--- src/rtl/uart_pkg.sv ---
`default_nettype none
// ============================================================================
//  Module      : uart_pkg
//  Description : Shared UART types and constants: receiver state encoding,
//                frame geometry, divider floor and the empty-read word.
//  Revision    : 1.0 - initial release
// ============================================================================
package uart_pkg;

    // Receiver frame-tracking states, explicitly 3 bits wide.
    typedef enum logic [2:0] {
        IDLE  = 3'd0,
        START = 3'd1,
        DATA  = 3'd2,
        STOP  = 3'd3,
        BREAK = 3'd4
    } state_t;

    localparam int          UART_DATA_BITS  = 8;
    localparam logic [31:0] UART_MIN_DIV    = 32'd4;
    localparam logic [31:0] UART_EMPTY_WORD = 32'hFFFF_FFFF;

endpackage : uart_pkg
`default_nettype wire

--- src/rtl/uart_byte_fifo.sv ---
`default_nettype none
// ============================================================================
//  Module      : uart_byte_fifo
//  Description : Small circular byte FIFO with extra-MSB pointers. A push
//                into a full FIFO is accepted only when a pop happens in the
//                same cycle; a pop from an empty FIFO is ignored.
//  Revision    : 1.0 - initial release
// ============================================================================
module uart_byte_fifo #(
    parameter int DEPTH = 4
) (
    input  logic       clk,
    input  logic       resetn,
    input  logic       i_push,
    input  logic [7:0] i_data,
    input  logic       i_pop,
    output logic [7:0] o_head,
    output logic       o_full,
    output logic       o_empty
);

    localparam int AW = $clog2(DEPTH);

    logic [7:0]  r_mem [DEPTH];
    logic [AW:0] r_wr_ptr;
    logic [AW:0] r_rd_ptr;
    logic        w_do_push;
    logic        w_do_pop;

    // Equal pointers mean empty; same slot but different lap bit means full.
    assign o_empty   = (r_wr_ptr == r_rd_ptr);
    assign o_full    = (r_wr_ptr[AW] != r_rd_ptr[AW]) &&
                       (r_wr_ptr[AW-1:0] == r_rd_ptr[AW-1:0]);
    assign w_do_pop  = i_pop && !o_empty;
    assign w_do_push = i_push && (!o_full || w_do_pop);
    assign o_head    = r_mem[r_rd_ptr[AW-1:0]];

    // Pointer update; pointers wrap naturally modulo 2*DEPTH.
    always_ff @(posedge clk) begin
        if (!resetn) begin
            r_wr_ptr <= '0;
            r_rd_ptr <= '0;
        end else begin
            if (w_do_push) r_wr_ptr <= r_wr_ptr + {{AW{1'b0}}, 1'b1};
            if (w_do_pop)  r_rd_ptr <= r_rd_ptr + {{AW{1'b0}}, 1'b1};
        end
    end

    // Storage write; contents need no reset because empty masks them.
    always_ff @(posedge clk) begin
        if (w_do_push) r_mem[r_wr_ptr[AW-1:0]] <= i_data;
    end

endmodule : uart_byte_fifo
`default_nettype wire

--- src/rtl/uart_rx_fifo.sv ---
`default_nettype none
// ============================================================================
//  Module      : uart_rx_fifo
//  Description : 8N1 serial receiver with programmable bit divider, byte
//                FIFO, simpleuart-style divider/data registers and sticky
//                framing/overrun flags.
//  Revision    : 1.0 - initial release
// ============================================================================
module uart_rx_fifo
    import uart_pkg::*;
#(
    parameter int FIFO_DEPTH  = 4,
    parameter int DEFAULT_DIV = 106
) (
    input  logic        clk,
    input  logic        resetn,
    input  logic        ser_rx,
    input  logic [3:0]  reg_div_we,
    input  logic [31:0] reg_div_di,
    output logic [31:0] reg_div_do,
    input  logic        reg_dat_re,
    output logic [31:0] reg_dat_do,
    output logic        rx_avail,
    output logic        err_frame,
    output logic        err_overrun,
    input  logic        err_clr
);

    logic        r_sync1;
    logic        r_rx_s;
    logic [31:0] r_div;
    logic [31:0] w_div_eff;

    state_t      r_state;
    state_t      w_state_nxt;
    logic [31:0] r_cnt;
    logic [31:0] w_cnt_nxt;
    logic [31:0] r_div_lat;
    logic [31:0] w_div_lat_nxt;
    logic [7:0]  r_shift;
    logic [7:0]  w_shift_nxt;
    logic [2:0]  r_idx;
    logic [2:0]  w_idx_nxt;

    logic        w_push;
    logic        w_frame_set;
    logic        w_overrun_set;
    logic        w_full;
    logic        w_empty;
    logic [7:0]  w_head;
    logic        r_err_frame;
    logic        r_err_overrun;

    // Two-flop synchroniser for the asynchronous serial line, idling high.
    always_ff @(posedge clk) begin
        if (!resetn) begin
            r_sync1 <= 1'b1;
            r_rx_s  <= 1'b1;
        end else begin
            r_sync1 <= ser_rx;
            r_rx_s  <= r_sync1;
        end
    end

    // Divider register with independent byte-lane writes.
    always_ff @(posedge clk) begin
        if (!resetn) begin
            r_div <= 32'(DEFAULT_DIV);
        end else begin
            for (int i = 0; i < 4; i++) begin
                if (reg_div_we[i]) r_div[8*i +: 8] <= reg_div_di[8*i +: 8];
            end
        end
    end

    // Very small dividers cannot centre the sample point, so clamp them.
    assign w_div_eff = (r_div < UART_MIN_DIV) ? UART_MIN_DIV : r_div;

    // Frame FSM state register; reset aborts any frame in flight.
    always_ff @(posedge clk) begin
        if (!resetn) begin
            r_state   <= IDLE;
            r_cnt     <= '0;
            r_div_lat <= 32'(DEFAULT_DIV);
            r_shift   <= '0;
            r_idx     <= '0;
        end else begin
            r_state   <= w_state_nxt;
            r_cnt     <= w_cnt_nxt;
            r_div_lat <= w_div_lat_nxt;
            r_shift   <= w_shift_nxt;
            r_idx     <= w_idx_nxt;
        end
    end

    // Frame FSM next-state: half-bit to mid start, then one bit per sample.
    always_comb begin
        w_state_nxt   = r_state;
        w_cnt_nxt     = r_cnt;
        w_div_lat_nxt = r_div_lat;
        w_shift_nxt   = r_shift;
        w_idx_nxt     = r_idx;
        w_push        = 1'b0;
        w_frame_set   = 1'b0;
        case (r_state)
            IDLE: begin
                if (!r_rx_s) begin
                    w_state_nxt   = START;
                    w_div_lat_nxt = w_div_eff;
                    w_cnt_nxt     = (w_div_eff >> 1) - 32'd1;
                end
            end
            START: begin
                if (r_cnt == 32'd0) begin
                    if (!r_rx_s) begin
                        w_state_nxt = DATA;
                        w_cnt_nxt   = r_div_lat - 32'd1;
                        w_idx_nxt   = 3'd0;
                    end else begin
                        w_state_nxt = IDLE;
                    end
                end else begin
                    w_cnt_nxt = r_cnt - 32'd1;
                end
            end
            DATA: begin
                if (r_cnt == 32'd0) begin
                    w_shift_nxt[r_idx] = r_rx_s;
                    w_cnt_nxt          = r_div_lat - 32'd1;
                    if (r_idx == 3'(UART_DATA_BITS - 1)) begin
                        w_state_nxt = STOP;
                    end else begin
                        w_idx_nxt = r_idx + 3'd1;
                    end
                end else begin
                    w_cnt_nxt = r_cnt - 32'd1;
                end
            end
            STOP: begin
                if (r_cnt == 32'd0) begin
                    if (r_rx_s) begin
                        w_push      = 1'b1;
                        w_state_nxt = IDLE;
                    end else begin
                        w_frame_set = 1'b1;
                        w_state_nxt = BREAK;
                    end
                end else begin
                    w_cnt_nxt = r_cnt - 32'd1;
                end
            end
            BREAK: begin
                if (r_rx_s) w_state_nxt = IDLE;
            end
            default: w_state_nxt = IDLE;
        endcase
    end

    uart_byte_fifo #(
        .DEPTH   (FIFO_DEPTH)
    ) u_fifo (
        .clk     (clk),
        .resetn  (resetn),
        .i_push  (w_push),
        .i_data  (r_shift),
        .i_pop   (reg_dat_re),
        .o_head  (w_head),
        .o_full  (w_full),
        .o_empty (w_empty)
    );

    // A full FIFO only loses a byte when nothing is popped that same cycle.
    assign w_overrun_set = w_push && w_full && !reg_dat_re;

    // Sticky error flags; a new event outranks a simultaneous clear.
    always_ff @(posedge clk) begin
        if (!resetn) begin
            r_err_frame   <= 1'b0;
            r_err_overrun <= 1'b0;
        end else begin
            if (w_frame_set)   r_err_frame <= 1'b1;
            else if (err_clr)  r_err_frame <= 1'b0;
            if (w_overrun_set) r_err_overrun <= 1'b1;
            else if (err_clr)  r_err_overrun <= 1'b0;
        end
    end

    assign reg_div_do  = r_div;
    assign reg_dat_do  = w_empty ? UART_EMPTY_WORD : {24'd0, w_head};
    assign rx_avail    = !w_empty;
    assign err_frame   = r_err_frame;
    assign err_overrun = r_err_overrun;

endmodule : uart_rx_fifo
`default_nettype wire

--- config.mk ---
export PLATFORM = sky130hd
export DESIGN_NAME = uart_rx_fifo
export DESIGN_NICKNAME = d
export VERILOG_FILES = /design/src/rtl/uart_pkg.sv /design/src/rtl/uart_byte_fifo.sv /design/src/rtl/uart_rx_fifo.sv
export SDC_FILE = /design/constraint.sdc
export NUM_CORES = 1
export LEC_CHECK = 0
export ABC_AREA = 1
export CORE_ASPECT_RATIO = 1.1
export CORE_UTILIZATION = 50
export DETAILED_ROUTE_END_ITERATION = 8
export PLACE_DENSITY = 0.72
export SLEW_MARGIN = 40
export SYNTH_ARGS = -nofsm -noshare
export SYNTH_HDL_FRONTEND = slang
export SYNTH_HIERARCHICAL = 1
export SYNTH_SLANG_ARGS = --single-unit
--- constraint.sdc ---
create_clock -name clk -period 2.9 [get_ports clk]
set_clock_uncertainty 0.1 [all_clocks]
set_input_delay 0.435 -clock clk [delete_from_list [all_inputs] [get_ports clk]]
set_output_delay 0.435 -clock clk [all_outputs]
set_load 0.02 [all_outputs]
==> impl_metrics.toml, run 1 <==
[status]
status = "finished, final reports clean"

[routing]
wirelength_mm = 27.7
drtAntennaViolNets = 0
drt_first_pass_iters = 7
avgRoutedWirePerCell_um = 16.2
viasPerCell = 5.40
route.detailed.drc = 0
vias = 9219
dr.first_iter.drc_count = 654

[cts]
clk_latency_ns = 0.44
cts_tree = "done"
clock_sinks = 154
clock_tree.buffer_depth = 2
htreeDepth = 4
clk_pin_slew_worst_paths_ns = 0.07
root_buffer = "clkbuf_16"
ctsHoldBuffers = 0
cts_buffers = 17

[critical_path]
rr_startpoint = "reg_div_do[16]$_SDFFE_PN0P_"
cp-startpoint = "reg_div_do[16]$_SDFFE_PN0P_"
crit_fanout = 4
crit_arrival_ns = 3.01
start_kind = "flop"
endpoint_kind = "flop"
cp_data_required_time_ns = 3.18
critPathKind = "flop to flop"
reg2reg_depth = 20

[sta]
setup_viol = 0
whs_ns = 0.322
tightest_slew_ns = 0.819
slew_headroom = 0.454
hold_viol_final = 0
maxSlewViolCount = 0
period_minus_slack_ns = 2.72
fmax_mhz = 367
tns_ns = 0
finalCritPeriodShare = 0.939

[run]
cap_violations = 0

[global_routing]
overflow = 0
grt_pass1_vias = 8331
grt_antenna_before_repair = 0
grt_max_degree = 85
track_usage = 0.294
grt_pass1_wl_mm = 43.5

[placement]
place_hpwl_mm = 20.8
io_buffer_count = 107
gp_congestion = 0.955

[min_path]
min-delay-start = "r_sync1$_SDFF_PN1_"
min_path_type = "flop to flop"
hold_depth = 1

[cells_and_area]
syn2layout_area_growth_pct = 24.1
nets = 1508
diodes = 0
post-route-util = 0.641
drive_gt1_frac = 0.122

[yosys]
yosys_most_used_dff = "dfxtp_1"
syn_area_um2 = 9260
syn_area_per_cell_um2 = 6.96
async_flop_share = 0
ys_ff_latch = 154
synth_cells = 1329
syn-num-nets = 1381
synthDistinctLibCells = 53
yosys_warnings = 6
synth-seq-area-share = 0.368
synth_edf_count = 32

[power]
irDropWorstVdd_uv = 537
power_leakage_nw = 4.85
p_per_area_nw_per_um2 = 763

[die]
start_util = 0.516
row_count = 51
die_w_um = 132
die_h_um = 145
ios = 108
dieArea_um2 = 19100
core_um2 = 17900
## state kept, by name, summed over array words and instances, names as in the netlist, named ones only
name             flops
u_fifo/r_mem        32
err_overrun          1
r_state              3
r_cnt               32
r_rx_s               1
err_frame            1
r_sync1              1
r_idx                3
reg_div_do          32
u_fifo/r_rd_ptr      3
u_fifo/r_wr_ptr      3
r_shift              8
r_div_lat           32
## worst max-delay path: stages, from the launching register on
cell	delay, ns
dfxtp_1	0.32
inv_1	0.09
nand2_1	0.10
nor2_1	0.09
nand2_1	0.08
nor2_2	0.16
nand2_1	0.12
inv_2	0.07
nor2_1	0.03
inv_1	0.07
ha_2	0.20
nand2_4	0.08
nor2_4	0.10
nand2_2	0.07
or3_4	0.42
nor2_2	0.13
xor2_1	0.16
nand2_1	0.08
nand3_1	0.09
nand2_1	0.05
inv_1	0.05
## what timing repair did
action | CTS | global route
setup endpoints to repair | 23 | 41
gates resized for setup | 1 | 53
endpoints found under the hold margin | 0 | 0
pin swaps | 0 | 6
setup buffers | 0 | 1
## power breakdown
| group | total (mW) | switching [mW] | internal [mW] |
|---|---|---|---|
| logic | 3.70 | 2.44 | 1.26 |
| clock network | 2.19 | 0.963 | 1.22 |
| registers | 2.88 | 0.395 | 2.49 |
| total | 8.77 | 3.80 | 4.97 |
## worst paths after layout
path                                               end  slack (ns)
worst max register to register  r_cnt[30]$_SDFFE_PN0P_        0.18
worst min register to register       r_rx_s$_SDFF_PN1_        0.32
worst min-delay path                 r_rx_s$_SDFF_PN1_        0.32
worst max-delay path            r_cnt[30]$_SDFFE_PN0P_        0.18
## synthesized netlist by cell type (4+ instances only)
master    instances  share of area
xor2_1           47          0.044
nor4_1            9         0.0061
a21oi_1         110          0.059
o22ai_1          10         0.0068
nor3_2            4         0.0043
buf_2            10         0.0054
buf_4            25          0.020
clkbuf_1         22         0.0089
nor2_2           13         0.0088
nand3_1          67          0.036
a311oi_1          4         0.0038
buf_1             6         0.0024
inv_1           132          0.054
or2_2            12         0.0081
dfxtp_1         122           0.26
nor3_1           15         0.0081
inv_2             7         0.0028
xnor2_1          12          0.011
edfxtp_1         32           0.10
nor2_4            8         0.0097
nand2_2           6         0.0041
nand3b_1          5         0.0041
a31oi_1          10         0.0068
o211ai_1          4         0.0032
nand2_1         211          0.086
nor2_1          230          0.093
ha_1             11          0.015
o21ai_1           8         0.0043
o21a_1            5         0.0041
o21ai_0         125          0.068
nand4_1          17          0.011
## area by class of cell
class | instances | area, µm²
fillers | 1612 | 6450
multi-input cells | 969 | 5030
flip-flops and latches | 154 | 3400
repair buffers | 173 | 1640
inverters | 141 | 536
clock buffers | 19 | 443
well taps | 238 | 298
clock inverters | 13 | 130
## logic make-up (layout without fill, tap and decap cells)
kind of cell / count (synthesis) / in the layout / share of synthesized area
xor gates and xnor gates: 60 / 60 / 0.0576
and+or+nand+nor: 610 / 610 / 0.296
AOI/OAI and AO/OA: 288 / 288 / 0.167
DFF: 154 / 154 / 0.368
buffers and inverters: 206 / 346 / 0.0969
adders and majority gates: 11 / 11 / 0.0149
## per-stage QoR
stage	setup slack [ns]	total power [mW]	instances	cell area, µm²
after detailed placement	0.0940	6.48	1674	10700
after floorplan	0.315	5.46	1329	9260
after global routing	-0.0116	9.31	1707	11500
final	0.176	8.77	1707	11500
after global placement	0.164	6.45	1674	10700
after CTS	0.00361	8.68	1706	11300
## routing by layer
| metal | up-vias | part of all wire | global-route usage |
|---|---|---|---|
| li1 | 4620 | - | - |
| met1 | 4150 | 0.43 | 0.367 |
| met2 | 373 | 0.47 | 0.498 |
| met3 | 76 | 0.062 | 0.0449 |
| met4 | 0 | 0.038 | 0.144 |
| met5 | - | 0 | 0 |
## layout by cell type, fill, tap and decap left out, types with 9 or more instances in the layout
| cell type | instances |
|---|---|
| a31oi_1 | 10 |
| edfxtp_1 | 32 |
| xor2_1 | 47 |
| o21ai_0 | 125 |
| nor2_1 | 223 |
| o22ai_1 | 10 |
| nand3_1 | 65 |
| or2_2 | 12 |
| inv_2 | 10 |
| clkdlybuf4s50_1 | 75 |
| a21oi_1 | 110 |
| nor2_4 | 9 |
| ha_1 | 10 |
| inv_1 | 128 |
| nor2_2 | 19 |
| buf_4 | 66 |
| clkbuf_16 | 17 |
| nand2_1 | 209 |
| dfxtp_1 | 121 |
| nand4_1 | 17 |
| xnor2_1 | 12 |
| dlymetal6s2s_1 | 31 |
| nor3_1 | 15 |
No activity file was read; power rests on OpenSTA's default activity.
==> run 2: changes to the inputs <==
--- a/config.mk
+++ b/config.mk
@@ -6,10 +6,12 @@
 export NUM_CORES = 1
 export LEC_CHECK = 0
 export ABC_AREA = 1
+export CELL_PAD_IN_SITES_DETAIL_PLACEMENT = 1
+export CELL_PAD_IN_SITES_GLOBAL_PLACEMENT = 1
 export CORE_ASPECT_RATIO = 1.1
-export CORE_UTILIZATION = 50
+export CORE_UTILIZATION = 41
 export DETAILED_ROUTE_END_ITERATION = 8
-export PLACE_DENSITY = 0.72
+export PLACE_DENSITY_LB_ADDON = 0.1
 export SLEW_MARGIN = 40
 export SYNTH_ARGS = -nofsm -noshare
 export SYNTH_HDL_FRONTEND = slang
==> impl_metrics.toml, run 2 (synthesis results as in run 1) <==
[routing]
met2WireLength_mm = 16.4
avgRoutedWirePerCell_um = 18.1
met3WireLength_um = 946
dr.first_iter.drc_count = 382
drt_first_pass_iters = 5
viasPerCell = 5.28
drtAntennaViolNets = 0
wirelength_mm = 32.1
highest_layer = "met4"
vias = 9342
drt-met1-wl_mm = 13.7
route.detailed.drc = 0

[cells_and_area]
instances_no_fill = 1770
nets = 1514
drive_gt1_frac = 0.124
layout_commonest_cell = "nor2_1"
fin_area_um2 = 11600
syn2layout_area_growth_pct = 25.0
diodes = 0
fillers = 2833
mostFrequentLayoutCells = "nor2_1, nand2_1, inv_1"

[critical_path]
cp_data_required_time_ns = 2.37
crit_arrival_ns = 2.23
rr_endpoint = "r_cnt[22]$_SDFFE_PN0P_"
r2r_setup_slack_ns = 0.16
critPathKind = "flop to output port"
endpoint_kind = "output port"
rr_startpoint = "reg_div_do[22]$_SDFFE_PN0P_"
crit_fanout = 25
start_kind = "flop"
reg2reg_depth = 20

[die]
core_um2 = 22100
dieArea_um2 = 23200
die_w_um = 145
die_h_um = 160
row_count = 57
ios = 108
start_util = 0.419

[placement]
gp_congestion = 0.966
place_hpwl_mm = 24.5
io_buffer_count = 107
dp_cells = 1736
placed_area_um2 = 10900
post-place-ws_ns = 0.0510

[sta]
finalCritPeriodShare = 0.955
tightest_slew_ns = 0.766
setup_viol = 0
slew_headroom = 0.488
period_minus_slack_ns = 2.77
whs_ns = 0.313
maxSlewViolCount = 0
layout_setup_ws_ns = 0.131
fmax_mhz = 361
hold_viol_final = 0

[global_routing]
grt_max_degree = 85
grt_pass1_vias = 9669
overflow = 0
grt_antenna_before_repair = 0
track_usage = 0.281
grt_pass1_wl_mm = 51.3

[min_path]
min_path_type = "flop to flop"
hold_depth = 1
min-delay-start = "r_sync1$_SDFF_PN1_"
worstHoldEndpoint = "r_rx_s$_SDFF_PN1_"

[power]
p_per_area_nw_per_um2 = 770
irDropWorstVdd_uv = 418
power_leakage_nw = 4.87
total_power_mw = 8.91

[cts]
clk_pin_slew_worst_paths_ns = 0.07
ctsHoldBuffers = 0
htreeDepth = 4
clock_sinks = 154
cts_tree = "done"
root_buffer = "clkbuf_16"
cts_buffers = 17
clk_latency_ns = 0.44
clock_tree.buffer_depth = 2

[run]
cap_violations = 0

[status]
status = "finished, final reports clean"
[run 2: final cells by class]
| cell class | instances | area [µm²] | share of cell area |
|---|---|---|---|
| flip-flops and latches | 154 | 3400 | 0.294 |
| repair buffers | 179 | 1670 | 0.144 |
| multi-input cells | 969 | 5010 | 0.433 |
| well taps | 295 | 369 | 0.0319 |
| inverters | 141 | 536 | 0.0463 |
| clock inverters | 13 | 126 | 0.0109 |
| clock buffers | 19 | 458 | 0.0396 |
[run 2: per-stage QoR]
step	util	TNS, ns
2_1_floorplan	-	0
3_3_place_gp	0.491	0
3_5_place_dp	0.491	0
4_1_cts	0.518	0
5_1_grt	0.523	-0.000379
6_report	0.523	0
[run 2: worst max path at each step]
| stage | endpoint | cells after the start | slack (ns) | from |
|---|---|---|---|---|
| detailed placement | r_cnt[30]$_SDFFE_PN0P_ | 20 | 0.05 | reg_div_do[18]$_SDFFE_PN0P_ |
| finish | reg_dat_do[10] | 7 | 0.13 | u_fifo/r_wr_ptr[1]$_SDFFE_PN0P_ |
| global placement | r_cnt[30]$_SDFFE_PN0P_ | 20 | 0.14 | reg_div_do[25]$_SDFFE_PN0P_ |
| floorplan | r_cnt[30]$_SDFFE_PN0P_ | 20 | 0.31 | reg_div_do[19]$_SDFFE_PN0P_ |
| CTS | reg_dat_do[1] | 7 | 0.006 | u_fifo/r_wr_ptr[1]$_SDFFE_PN0P_ |
| global route | r_cnt[30]$_SDFFE_PN0P_ | 20 | -0.0004 | reg_div_do[22]$_SDFFE_PN0P_ |
[run 2: timing repair]
action,in CTS,in global routing
resized for setup,2,39
setup endpoints to repair,25,44
buffers inserted,0,2
pin swaps,0,6
[run 2: metal layers]
| layer | GRT usage | up-vias |
|---|---|---|
| li1 | - | 4632 |
| met1 | 0.335 | 4461 |
| met2 | 0.515 | 202 |
| met3 | 0.0295 | 47 |
| met4 | 0.108 | 0 |
| met5 | 0 | - |
[run 2: report_power, final]
part / switching, mW / internal [mW]
clock: 1.05 / 1.20
sequential: 0.398 / 2.48
combinational: 2.51 / 1.26
[run 2: critical path, stage by stage, from the launching register on]
cell and delay [ns]:
dfxtp_1 0.36, inv_1 0.12, nand2_1 0.06, nand2_1 0.13, nand3_2 0.14, clkinvlp_4 0.17
buf_6 0.20, clkdlybuf4s50_1 0.63
